`config.mk`:
```
export PLATFORM = sky130hd
export DESIGN_NAME = mem_stage
export DESIGN_NICKNAME = d
export VERILOG_FILES = /design/src/rtl/mem_stage.sv
export SDC_FILE = /design/constraint.sdc
export NUM_CORES = 1
export LEC_CHECK = 0
export CAP_MARGIN = 10
export CORE_UTILIZATION = 30
export CTS_BUF_LIST = sky130_fd_sc_hd__clkbuf_4 sky130_fd_sc_hd__clkbuf_8
export CTS_CLUSTER_DIAMETER = 50
export DETAILED_ROUTE_END_ITERATION = 16
export HOLD_SLACK_MARGIN = 0.1
export SETUP_SLACK_MARGIN = 0.2
export SLEW_MARGIN = 20
export SYNTH_ARGS = -nofsm -noshare
export SYNTH_HDL_FRONTEND = slang
export SYNTH_SLANG_ARGS = --single-unit
export TNS_END_PERCENT = 20
```
`constraint.sdc`:
```
create_clock -name clk -period 2 [get_ports clk]
set_input_delay 0.4 -clock clk [delete_from_list [all_inputs] [get_ports clk]]
set_output_delay 0.4 -clock clk [all_outputs]
set_load 0.005 [all_outputs]
```
`src/rtl/mem_stage.sv`:
```
// Memory stage of the Dioptase pipe: data-memory request/ack handshake with
// byte/half/word sizing, alignment checking and bus timeout, feeding writeback.
module mem_stage #(
  parameter int unsigned TIMEOUT_CYCLES = 255,
  parameter int unsigned CNT_W          = 8
) (
  input  logic        clk,
  input  logic        rst_n,
  input  logic        in_valid,
  input  logic [4:0]  in_op,
  input  logic [31:0] in_result,
  input  logic [31:0] in_store_data,
  input  logic        in_is_load,
  input  logic        in_is_store,
  input  logic [1:0]  in_size,
  input  logic        in_signed,
  input  logic [4:0]  in_rd,
  input  logic        in_wb_en,
  output logic        stall_out,
  output logic        mem_req,
  output logic        mem_we,
  output logic [31:0] mem_addr,
  output logic [31:0] mem_wdata,
  output logic [3:0]  mem_be,
  input  logic        mem_ack,
  input  logic [31:0] mem_rdata,
  output logic        wb_valid,
  output logic        wb_we,
  output logic [4:0]  wb_rd,
  output logic [31:0] wb_data,
  output logic        exc_misaligned,
  output logic        exc_bus_timeout
);

  typedef enum logic {S_IDLE, S_WAIT} state_t;

  localparam logic [CNT_W-1:0] CNT_LAST =
    CNT_W'((TIMEOUT_CYCLES == 0) ? 0 : TIMEOUT_CYCLES - 1);

  state_t            state, state_next;
  logic [CNT_W-1:0]  cnt;
  logic [4:0]        cap_rd;
  logic [1:0]        cap_size;
  logic              cap_signed;
  logic [1:0]        cap_lane;

  logic              is_mem;
  logic              misaligned;
  logic              issue;
  logic              ack;
  logic              timeout_hit;
  logic [3:0]        be_calc;
  logic [31:0]       wdata_calc;
  logic [7:0]        rd_byte;
  logic [15:0]       rd_half;
  logic [31:0]       load_data;
  logic              unused_in;

  // Memory class is carried by the decoded load/store flags, not the raw opcode.
  assign unused_in = ^in_op;

  assign stall_out   = (state == S_WAIT);
  assign is_mem      = in_is_load | in_is_store;
  assign misaligned  = ((in_size == 2'b01) && in_result[0]) ||
                       (in_size[1] && (in_result[1:0] != 2'b00));
  assign issue       = (state == S_IDLE) && in_valid && is_mem && !misaligned;
  assign ack         = (state == S_WAIT) && mem_req && mem_ack;
  assign timeout_hit = (TIMEOUT_CYCLES != 0) && (state == S_WAIT) && !mem_ack &&
                       (cnt == CNT_LAST);

  always_comb begin
    be_calc    = 4'b1111;
    wdata_calc = in_store_data;
    case (in_size)
      2'b00: begin
        be_calc    = 4'b0001 << in_result[1:0];
        wdata_calc = {4{in_store_data[7:0]}};
      end
      2'b01: begin
        be_calc    = in_result[1] ? 4'b1100 : 4'b0011;
        wdata_calc = {2{in_store_data[15:0]}};
      end
      default: ;
    endcase
  end

  always_comb begin
    rd_byte = mem_rdata[7:0];
    case (cap_lane)
      2'd1:    rd_byte = mem_rdata[15:8];
      2'd2:    rd_byte = mem_rdata[23:16];
      2'd3:    rd_byte = mem_rdata[31:24];
      default: rd_byte = mem_rdata[7:0];
    endcase
    rd_half = cap_lane[1] ? mem_rdata[31:16] : mem_rdata[15:0];
    case (cap_size)
      2'b00:   load_data = {{24{cap_signed & rd_byte[7]}}, rd_byte};
      2'b01:   load_data = {{16{cap_signed & rd_half[15]}}, rd_half};
      default: load_data = mem_rdata;
    endcase
  end

  always_ff @(posedge clk or negedge rst_n) begin
    if (!rst_n) state <= S_IDLE;
    else        state <= state_next;
  end

  always_comb begin
    state_next = state;
    case (state)
      S_IDLE: if (issue) state_next = S_WAIT;
      S_WAIT: if (ack || timeout_hit) state_next = S_IDLE;
    endcase
  end

  always_ff @(posedge clk or negedge rst_n) begin
    if (!rst_n) begin
      cnt             <= '0;
      cap_rd          <= '0;
      cap_size        <= '0;
      cap_signed      <= 1'b0;
      cap_lane        <= '0;
      mem_req         <= 1'b0;
      mem_we          <= 1'b0;
      mem_addr        <= '0;
      mem_wdata       <= '0;
      mem_be          <= '0;
      wb_valid        <= 1'b0;
      wb_we           <= 1'b0;
      wb_rd           <= '0;
      wb_data         <= '0;
      exc_misaligned  <= 1'b0;
      exc_bus_timeout <= 1'b0;
    end else begin
      wb_valid        <= 1'b0;
      exc_misaligned  <= 1'b0;
      exc_bus_timeout <= 1'b0;
      case (state)
        S_IDLE: begin
          if (in_valid) begin
            if (!is_mem) begin
              wb_valid <= 1'b1;
              wb_we    <= in_wb_en;
              wb_rd    <= in_rd;
              wb_data  <= in_result;
            end else if (misaligned) begin
              wb_valid       <= 1'b1;
              wb_we          <= 1'b0;
              exc_misaligned <= 1'b1;
            end else begin
              mem_req    <= 1'b1;
              mem_we     <= in_is_store;
              mem_addr   <= {in_result[31:2], 2'b00};
              mem_be     <= be_calc;
              mem_wdata  <= wdata_calc;
              cap_rd     <= in_rd;
              cap_size   <= in_size;
              cap_signed <= in_signed;
              cap_lane   <= in_result[1:0];
              cnt        <= '0;
            end
          end
        end
        S_WAIT: begin
          if (ack) begin
            mem_req  <= 1'b0;
            wb_valid <= 1'b1;
            wb_we    <= !mem_we;
            if (!mem_we) begin
              wb_rd   <= cap_rd;
              wb_data <= load_data;
            end
          end else if (timeout_hit) begin
            mem_req         <= 1'b0;
            wb_valid        <= 1'b1;
            wb_we           <= 1'b0;
            exc_bus_timeout <= 1'b1;
          end else begin
            cnt <= cnt + 1'b1;
          end
        end
      endcase
    end
  end

endmodule

```
==> results of run 1 <==
how the worst max path moves through the flow:
stage	slack [ps]	startpoint	endpoint	depth (start not counted)
CTS	90	mem_req	mem_req	1
detailed placement	-140	in_is_store	wb_data[13]	7
floorplan	380	in_result[0]	mem_addr[10]	6
global placement	-100	in_is_store	wb_data[28]	6
global route	150	stall_out	wb_data[7]	8
finish	210	mem_req	mem_req	1
cell type report:
type                       count  area [sq um]  area share, %
multi-input combinational    407          2843          29.48
clock inverter                12         156.4          1.622
clock buffer                  20         275.3          2.854
timing repair buffer         279          2815          29.19
sequential                   128          3206          33.24
inverter                       3         11.26         0.1168
tap                          270         337.8          3.503
synth_stat cells, types with 2 or more instances:
master,number
sky130_fd_sc_hd__mux2_1,18
sky130_fd_sc_hd__nand4b_1,2
sky130_fd_sc_hd__ha_1,2
sky130_fd_sc_hd__a22o_1,7
sky130_fd_sc_hd__nand2b_1,5
sky130_fd_sc_hd__nand2_1,50
sky130_fd_sc_hd__o22a_1,6
sky130_fd_sc_hd__o21ai_0,49
sky130_fd_sc_hd__inv_1,2
sky130_fd_sc_hd__o22ai_1,2
sky130_fd_sc_hd__a21bo_2,2
sky130_fd_sc_hd__nand4_1,2
sky130_fd_sc_hd__mux2_2,41
sky130_fd_sc_hd__a21o_1,2
sky130_fd_sc_hd__nor2b_1,10
sky130_fd_sc_hd__a211oi_1,24
sky130_fd_sc_hd__mux2i_1,38
sky130_fd_sc_hd__and2_1,4
sky130_fd_sc_hd__buf_6,7
sky130_fd_sc_hd__nor2_1,43
sky130_fd_sc_hd__buf_4,3
sky130_fd_sc_hd__or3_1,2
sky130_fd_sc_hd__o211ai_1,5
sky130_fd_sc_hd__o221ai_1,6
sky130_fd_sc_hd__clkbuf_1,18
sky130_fd_sc_hd__a31oi_1,6
sky130_fd_sc_hd__buf_2,14
sky130_fd_sc_hd__dfrtp_1,128
sky130_fd_sc_hd__a22oi_1,7
sky130_fd_sc_hd__a21oi_1,20
sky130_fd_sc_hd__nor3_1,29
sky130_fd_sc_hd__o31ai_1,2
metrics by stage:
stage	util [%]	hold WS, ps	setup slack [ps]	power [mW]
floorplan	-	104.4	382.3	7.001
global placement	44.71	333.2	-101.9	10.40
detailed placement	44.71	328.9	-141.2	10.47
CTS	46.92	408.4	90.85	13.01
global route	47.36	421.4	145.4	13.84
finish	47.36	425.3	213.3	12.93
repair_timing:
item	CTS	global route
endpoints found under the setup margin	6	33
pin swaps	0	1
cloned	0	2
buffers inserted	1	2
endpoints found under the hold margin	32	0
hold buffers	1	0
gates resized for setup	0	8
registers in the layout, indices dropped and copies added (netlist names):
signal           count
wb_valid             1
wb_we                1
wb_rd                5
exc_misaligned       1
cap_size             2
mem_addr            30
cap_rd               5
wb_data             32
stall_out            1
cap_signed           1
cap_lane             2
cnt                  8
mem_we               1
exc_bus_timeout      1
mem_req              1
mem_be               4
mem_wdata           32
power by group:
part | switching, mW | internal [mW] | leakage [nW]
combinational | 2.34 | 3.59 | 2.22
sequential | 0.739 | 3.81 | 1.51
clock | 1.10 | 1.34 | 0.208
per-layer routing:
layer  wire length, um  GRT usage [%]  up-vias  part of all wire (%)
li1                  -              -     2616                     -
met1              9206          25.11     2578                    46
met2              9102          30.19      189                    46
met3              1444          5.250        8                   7.3
met4                82          4.688        0                  0.41
met5                 0              0        -                     0
cells by family after synthesis:
logic type	after synthesis	synth area share [%]
flops	128	51.18
other cells	1	0.05992
mux	97	16.69
fa+ha+maj	2	0.3998
buf+inv	46	4.058
compound gates	150	16.09
xor+xnor	1	0.1400
simple gates	155	11.38
==> qor.tcl, run 1 <==
set qor(status) {complete, no violations}
set qor(power_density_nw_per_um2) 1340
set qor(number_of_clock_sinks) 128
set qor(grt_overflow_total) 0
set qor(setup_repair_after_global_routing_missed_its_margin) {true}
set qor(crit_slowest_cell) {sky130_fd_sc_hd__clkdlybuf4s50_1}
set qor(clk_pin_slew_worst_paths_ps) 80
set qor(worst_pin_slew_ps) 517.6
set qor(ff_to_ff_start) {stall_out}
set qor(final_area_sq_um) 9644
set qor(synth.top_cells.by_area) {sky130_fd_sc_hd__dfrtp_1, sky130_fd_sc_hd__mux2_2, sky130_fd_sc_hd__mux2i_1, sky130_fd_sc_hd__o21ai_0, sky130_fd_sc_hd__mux2_1}
set qor(dominantRegCellSynth) {sky130_fd_sc_hd__dfrtp_1}
set qor(worst_setup_path_start_kind) {register}
set qor(total_leakage_power_nw) 3.945
set qor(finalMaxSlewViolations) 0
set qor(vias) 5391
set qor(synth_enable_flop_cells) 0
set qor(irDropWorstVdd_mv) 0.5554
set qor(synth_top_area_cell) {sky130_fd_sc_hd__dfrtp_1}
set qor(post_synth.cell_area_avg_sq_um) 10.79
set qor(final-hold-violation-count) 0
set qor(path_class) {register to output port}
set qor(cts_buffers) 17
set qor(placed_cells_incl_taps) 1081
set qor(timing.slew.headroom_pct) 65.49
set qor(nFillCells) 1936
set qor(worst_ep_arrival_time_ps) 1390
set qor(place_area_sq_um) 9105
set qor(cpLargestDelayFamily) {buffers and inverters}
set qor(y_dimension_of_the_die_um) 146.4
set qor(maximum_number_of_pins_on_one_net_before_global_route_repair) 46
set qor(drv.max_cap_violation_count) 0
set qor(grt_first_pass_wirelength_um) 31260
set qor(num_antenna_cells) 0
set qor(critPathMaxStageDelay_ps) 520
set qor(worstSkewPairLatency_ps) 440
set qor(initialDrtViolationCount) 244
set qor(cp-end-kind) {output port}
set qor(setup-tns-final_ps) 0
set qor(timing.critical_path.required_ps) 1600
set qor(part_of_the_cycle_the_worst_path_needs_pct) 89.33
set qor(cts.htree.levels) 4
set qor(grt_antenna_before_repair) 0
set qor(die_area_sq_um) 21440
set qor(boundaryPins) 228
set qor(finalClockSkew_ps) 13.07
set qor(postSynth.asyncResetShare_pct) 100.0
set qor(timing.fmax_mhz) 559.7
set qor(layout.cells.most_common_list) {sky130_fd_sc_hd__clkdlybuf4s50_1, sky130_fd_sc_hd__dfrtp_1, sky130_fd_sc_hd__nand2_1}
set qor(firstDrtPassIters) 5
set qor(timing.critical_path.cells) {clkdlybuf4s50_1}
set qor(synth_cell_type_count) 56
set qor(post-synth-top-area-fraction_pct) 51.18
set qor(yosys_warnings) 0
set qor(cts_tree) {yes}
set qor(finalSetupViolations) 0
set qor(synth_area_sq_um) 6259
set qor(path_category_of_the_worst_min_delay_check) {input pin to asynchronous set/reset pin}
set qor(grt_pass1_vias) 5396
set qor(num-nets-final) 954
set qor(globalRouteTotalUtil_pct) 18.86
set qor(dp.final_hpwl_um) 14460
set qor(layout_min_cycle_time_ps) 1787
set qor(floorplan.rows) 52
set qor(synthToLayoutAreaGrowth_pct) 54.10
set qor(syn_inst) 580
set qor(reg2reg_setup_slack_ps) 230
set qor(cts_buffer_depth) 2
set qor(ctsRootBufferMaster) {sky130_fd_sc_hd__clkbuf_8}
set qor(synth-seq-area-share_pct) 51.18
set qor(critical_path_buf_inv_count) 1
set qor(reg2regPathDepth) 8
set qor(wl_per_cell_um) 17.73
set qor(postSynthRegisterBits) 128
set qor(timing.rr.end) {wb_data[7]}
set qor(number_of_port_buffers) 220
set qor(critPathMaxFanout) 6
set qor(most_frequent_standard_cell_in_the_layout_excluding_fill_and_tap_cells) {sky130_fd_sc_hd__clkdlybuf4s50_1}
set qor(die_w_um) 146.4
set qor(drc) 0
set qor(final_layout_size_suffix_gt1_share_pct) 17.31
set qor(floorplan.initialDensity_pct) 30.73
set qor(core_area_sq_um) 20360
set qor(route.detailed.vias_per_inst) 4.818
set qor(post_layout_nonfiller_instances) 1119
set qor(wirelength_um) 19840
set qor(globalplace.congestion) 0.7774
set qor(antenna_violating_nets_post_route) 0
(Power assumes the default switching activity.)
==> run 2: changes to the inputs <==
Settings changed: CTS_BUF_LIST sky130_fd_sc_hd__clkbuf_4 sky130_fd_sc_hd__clkbuf_8 to unset, CTS_CLUSTER_DIAMETER 50 to 150.
==> run 2 against run 1 <==
Sequential cell count did not move. Via count fell by 0.30%. Non-clock buffer count fell by 1. Sequential share of layout area fell by 0.43 points. Count of clock-buffer cells in the layout did not move. Register-to-register slack improved by 80 ps. Cell count barely moved. Routed wire length fell by 1.3%. Critical path depth did not move. Sequential power barely moved. Maximum frequency rose by 2.7%. Critical path type unchanged. Highest routed layer unchanged.
==> qor.tcl, run 2 (same netlist as run 1, synthesis figures left out) <==
set qor(globalRouteTotalUtil_pct) 18.98 ;# +0.12 points
set qor(firstDrtPassIters) 4 ;# -1
set qor(timing.critical_path.cells) {clkdlybuf4s50_1}
set qor(irDropWorstVdd_mv) 0.6467 ;# +16%
set qor(dp.final_hpwl_um) 14460 ;# unchanged
set qor(timing.slew.headroom_pct) 65.38 ;# -0.11 points
set qor(floorplan.rows) 52 ;# unchanged
set qor(antenna_violating_nets_post_route) 0 ;# unchanged
set qor(place_area_sq_um) 9105 ;# unchanged
set qor(drv.max_cap_violation_count) 0 ;# unchanged
set qor(detailroute.wirelength.met3_um) 1454 ;# +0.69%
set qor(route.top_layer_used) {met4}
set qor(die_area_sq_um) 21440 ;# unchanged
set qor(ff_to_ff_start) {stall_out}
set qor(globalplace.congestion) 0.7774 ;# unchanged
set qor(route.detailed.vias_per_inst) 4.808 ;# -0.21%
set qor(power_internal_mw) 9.450 ;# +8.1%
set qor(num_antenna_cells) 0 ;# unchanged
set qor(worst_setup_path_start_kind) {register}
set qor(sequentialPowerShare_pct) 33.2 ;# -2.0 points
set qor(worst_ep_arrival_time_ps) 1340 ;# -50 ps
set qor(maximum_number_of_pins_on_one_net_before_global_route_repair) 46 ;# unchanged
set qor(grt_antenna_before_repair) 0 ;# unchanged
set qor(met2WireLength_um) 8878 ;# -2.5%
set qor(total_leakage_power_nw) 3.998 ;# +1.3%
set qor(area_of_the_multi_input_gates_sq_um) 2825 ;# -0.62%
set qor(finalClockSkew_ps) 8.239 ;# -4.831 ps
set qor(finalMaxSlewViolations) 0 ;# unchanged
set qor(setup_repair_after_global_routing_missed_its_margin) {true}
set qor(power_density_nw_per_um2) 1404 ;# +4.8%
set qor(synthToLayoutAreaGrowth_pct) 56.10
set qor(grt_pass1_vias) 5421 ;# +0.46%
set qor(grt_overflow_total) 0 ;# unchanged
set qor(worst_hold_slack_ps) 453.6 ;# +28.30 ps
set qor(power.share.clock_pct) 23.9 ;# +5.0 points
set qor(grt_first_pass_wirelength_um) 31420 ;# +0.51%
set qor(nFillCells) 1918 ;# -0.93%
set qor(die_w_um) 146.4 ;# unchanged
set qor(p_sw_mw) 4.270 ;# +2.0%
set qor(netSwitchingFraction_pct) 31.12 ;# -1.3 points
set qor(preCtsSetupSlack_ps) -141.2 ;# unchanged
set qor(drc) 0 ;# unchanged
set qor(slack_of_the_critical_path_ps) 260.7 ;# +47.34 ps
set qor(largest_registers) {mem_wdata (32), wb_data (32), mem_addr (30)}
set qor(y_dimension_of_the_die_um) 146.4 ;# unchanged
set qor(cpLargestDelayFamily) {buffers and inverters}
set qor(final_area_sq_um) 9769 ;# +1.3%
set qor(cts_buffers) 17 ;# unchanged
set qor(cp_num_cells) 1 ;# unchanged
set qor(layout_min_cycle_time_ps) 1739 ;# -47.34 ps
set qor(cp-end-kind) {output port}
set qor(layout.cells.most_common_list) {sky130_fd_sc_hd__clkdlybuf4s50_1, sky130_fd_sc_hd__dfrtp_1, sky130_fd_sc_hd__nand2_1}
set qor(most_frequent_standard_cell_in_the_layout_excluding_fill_and_tap_cells) {sky130_fd_sc_hd__clkdlybuf4s50_1}
set qor(timing.rr.end) {wb_data[13]}
set qor(clk_pin_slew_worst_paths_ps) 60 ;# -20 ps
set qor(critPathMaxStageDelay_ps) 540 ;# +20 ps
set qor(reg2reg_setup_slack_ps) 310 ;# +80 ps
set qor(final_layout_size_suffix_gt1_share_pct) 16.86 ;# -0.45 points
set qor(cts.htree.levels) 4 ;# unchanged
set qor(final-hold-violation-count) 0 ;# unchanged
set qor(critPathMaxFanout) 4 ;# -2
set qor(initialDrtViolationCount) 278 ;# +14%
set qor(vias) 5375 ;# -0.30%
set qor(num-nets-final) 953 ;# -0.10%
set qor(reg2regPathDepth) 7 ;# -1
set qor(status) {complete, no violations}
set qor(layout.core_utilization_pct) 47.97 ;# +0.61 points
set qor(worstSkewPairLatency_ps) 420 ;# -20 ps
set qor(routedLengthMet1_um) 9098 ;# -1.2%
set qor(boundaryPins) 228 ;# unchanged
set qor(path_category_of_the_worst_min_delay_check) {input pin to asynchronous set/reset pin}
set qor(number_of_clock_sinks) 128 ;# unchanged
set qor(number_of_port_buffers) 220 ;# unchanged
set qor(floorplan.initialDensity_pct) 30.73 ;# unchanged
set qor(core_area_sq_um) 20360 ;# unchanged
set qor(seqCellArea_sq_um) 3206 ;# unchanged
set qor(timing.fmax_mhz) 574.9 ;# +2.7%
set qor(ctsRootBufferMaster) {sky130_fd_sc_hd__clkbuf_16}
set qor(p_comb_share_pct) 42.9 ;# -3.0 points
set qor(timing.critical_path.from) {mem_we}
set qor(cts_tree) {yes}
set qor(crit_slowest_cell) {sky130_fd_sc_hd__clkdlybuf4s50_1}
set qor(wl_per_cell_um) 17.51 ;# -1.2%
set qor(critical_path.endpoint) {mem_we}
set qor(worst_pin_slew_ps) 519.3 ;# +1.704 ps
set qor(cts_buffer_depth) 2 ;# unchanged
set qor(critical_path_buf_inv_count) 1 ;# unchanged
set qor(wirelength_um) 19580 ;# -1.3%
set qor(part_of_the_cycle_the_worst_path_needs_pct) 86.97 ;# -2.4 points
set qor(timing.critical_path.required_ps) 1600 ;# about the same
set qor(finalSetupViolations) 0 ;# unchanged
set qor(setup-tns-final_ps) 0 ;# unchanged
set qor(path_class) {register to output port}
-- run 2: worst reg2reg max path: stages (launching register included) --
cell	delay [ps]
sky130_fd_sc_hd__dfrtp_2	400
sky130_fd_sc_hd__buf_4	160
sky130_fd_sc_hd__nand2b_1	200
sky130_fd_sc_hd__o31ai_4	250
sky130_fd_sc_hd__buf_12	210
sky130_fd_sc_hd__buf_4	160
sky130_fd_sc_hd__nor2_1	40
sky130_fd_sc_hd__a211oi_1	170
-- run 2: per-stage QoR --
step / power [mW] / std cells
floorplan: 7.001 / 581
global placement: 10.40 / 1081
detailed placement: 10.47 / 1081
CTS: 13.88 / 1117
global route: 14.65 / 1118
finish: 13.72 / 1118
-- run 2: layout make-up --
| cell class | instances | area share (%) |
|---|---|---|
| clock buffers | 20 | 4.777 |
| clock inverters | 12 | 1.601 |
| inverters | 3 | 0.1153 |
| multi-input cells | 407 | 28.92 |
| flip-flops and latches | 128 | 32.81 |
| well taps | 270 | 3.458 |
| repair buffers | 278 | 28.32 |
-- run 2: routing by layer --
metal / vias to the layer above / track usage, %
li1: 2616 / -
met1: 2555 / 25.33
met2: 191 / 30.14
met3: 13 / 5.719
met4: 0 / 4.375
met5: - / 0
-- run 2: how the worst min path moves through the flow --
stage	start	endpoint	depth (start not counted)	slack [ps]
global route	rst_n	wb_data[11]	2	460
CTS	rst_n	wb_data[11]	2	460
finish	rst_n	wb_data[11]	2	450
floorplan	rst_n	cap_lane[0]	0	100
global placement	rst_n	wb_data[10]	1	330
detailed placement	rst_n	wb_data[11]	1	330
-- run 2: power by group through the flow --
stage,Combinational [mW],Clock (mW),Sequential [mW]
6_report,5.89,3.28,4.55
5_1_grt,6.42,3.48,4.75
4_1_cts,5.95,3.35,4.57
3_5_place_dp,5.85,0,4.62
3_3_place_gp,5.79,0,4.61
2_1_floorplan,2.41,0,4.59
-- run 2: what timing repair did --
action,4_1_cts,5_1_grt
endpoints found under the setup margin,2,10
buffers inserted,3,1
gates resized for setup,0,2
hold endpoints to repair,32,0
hold buffers,1,0
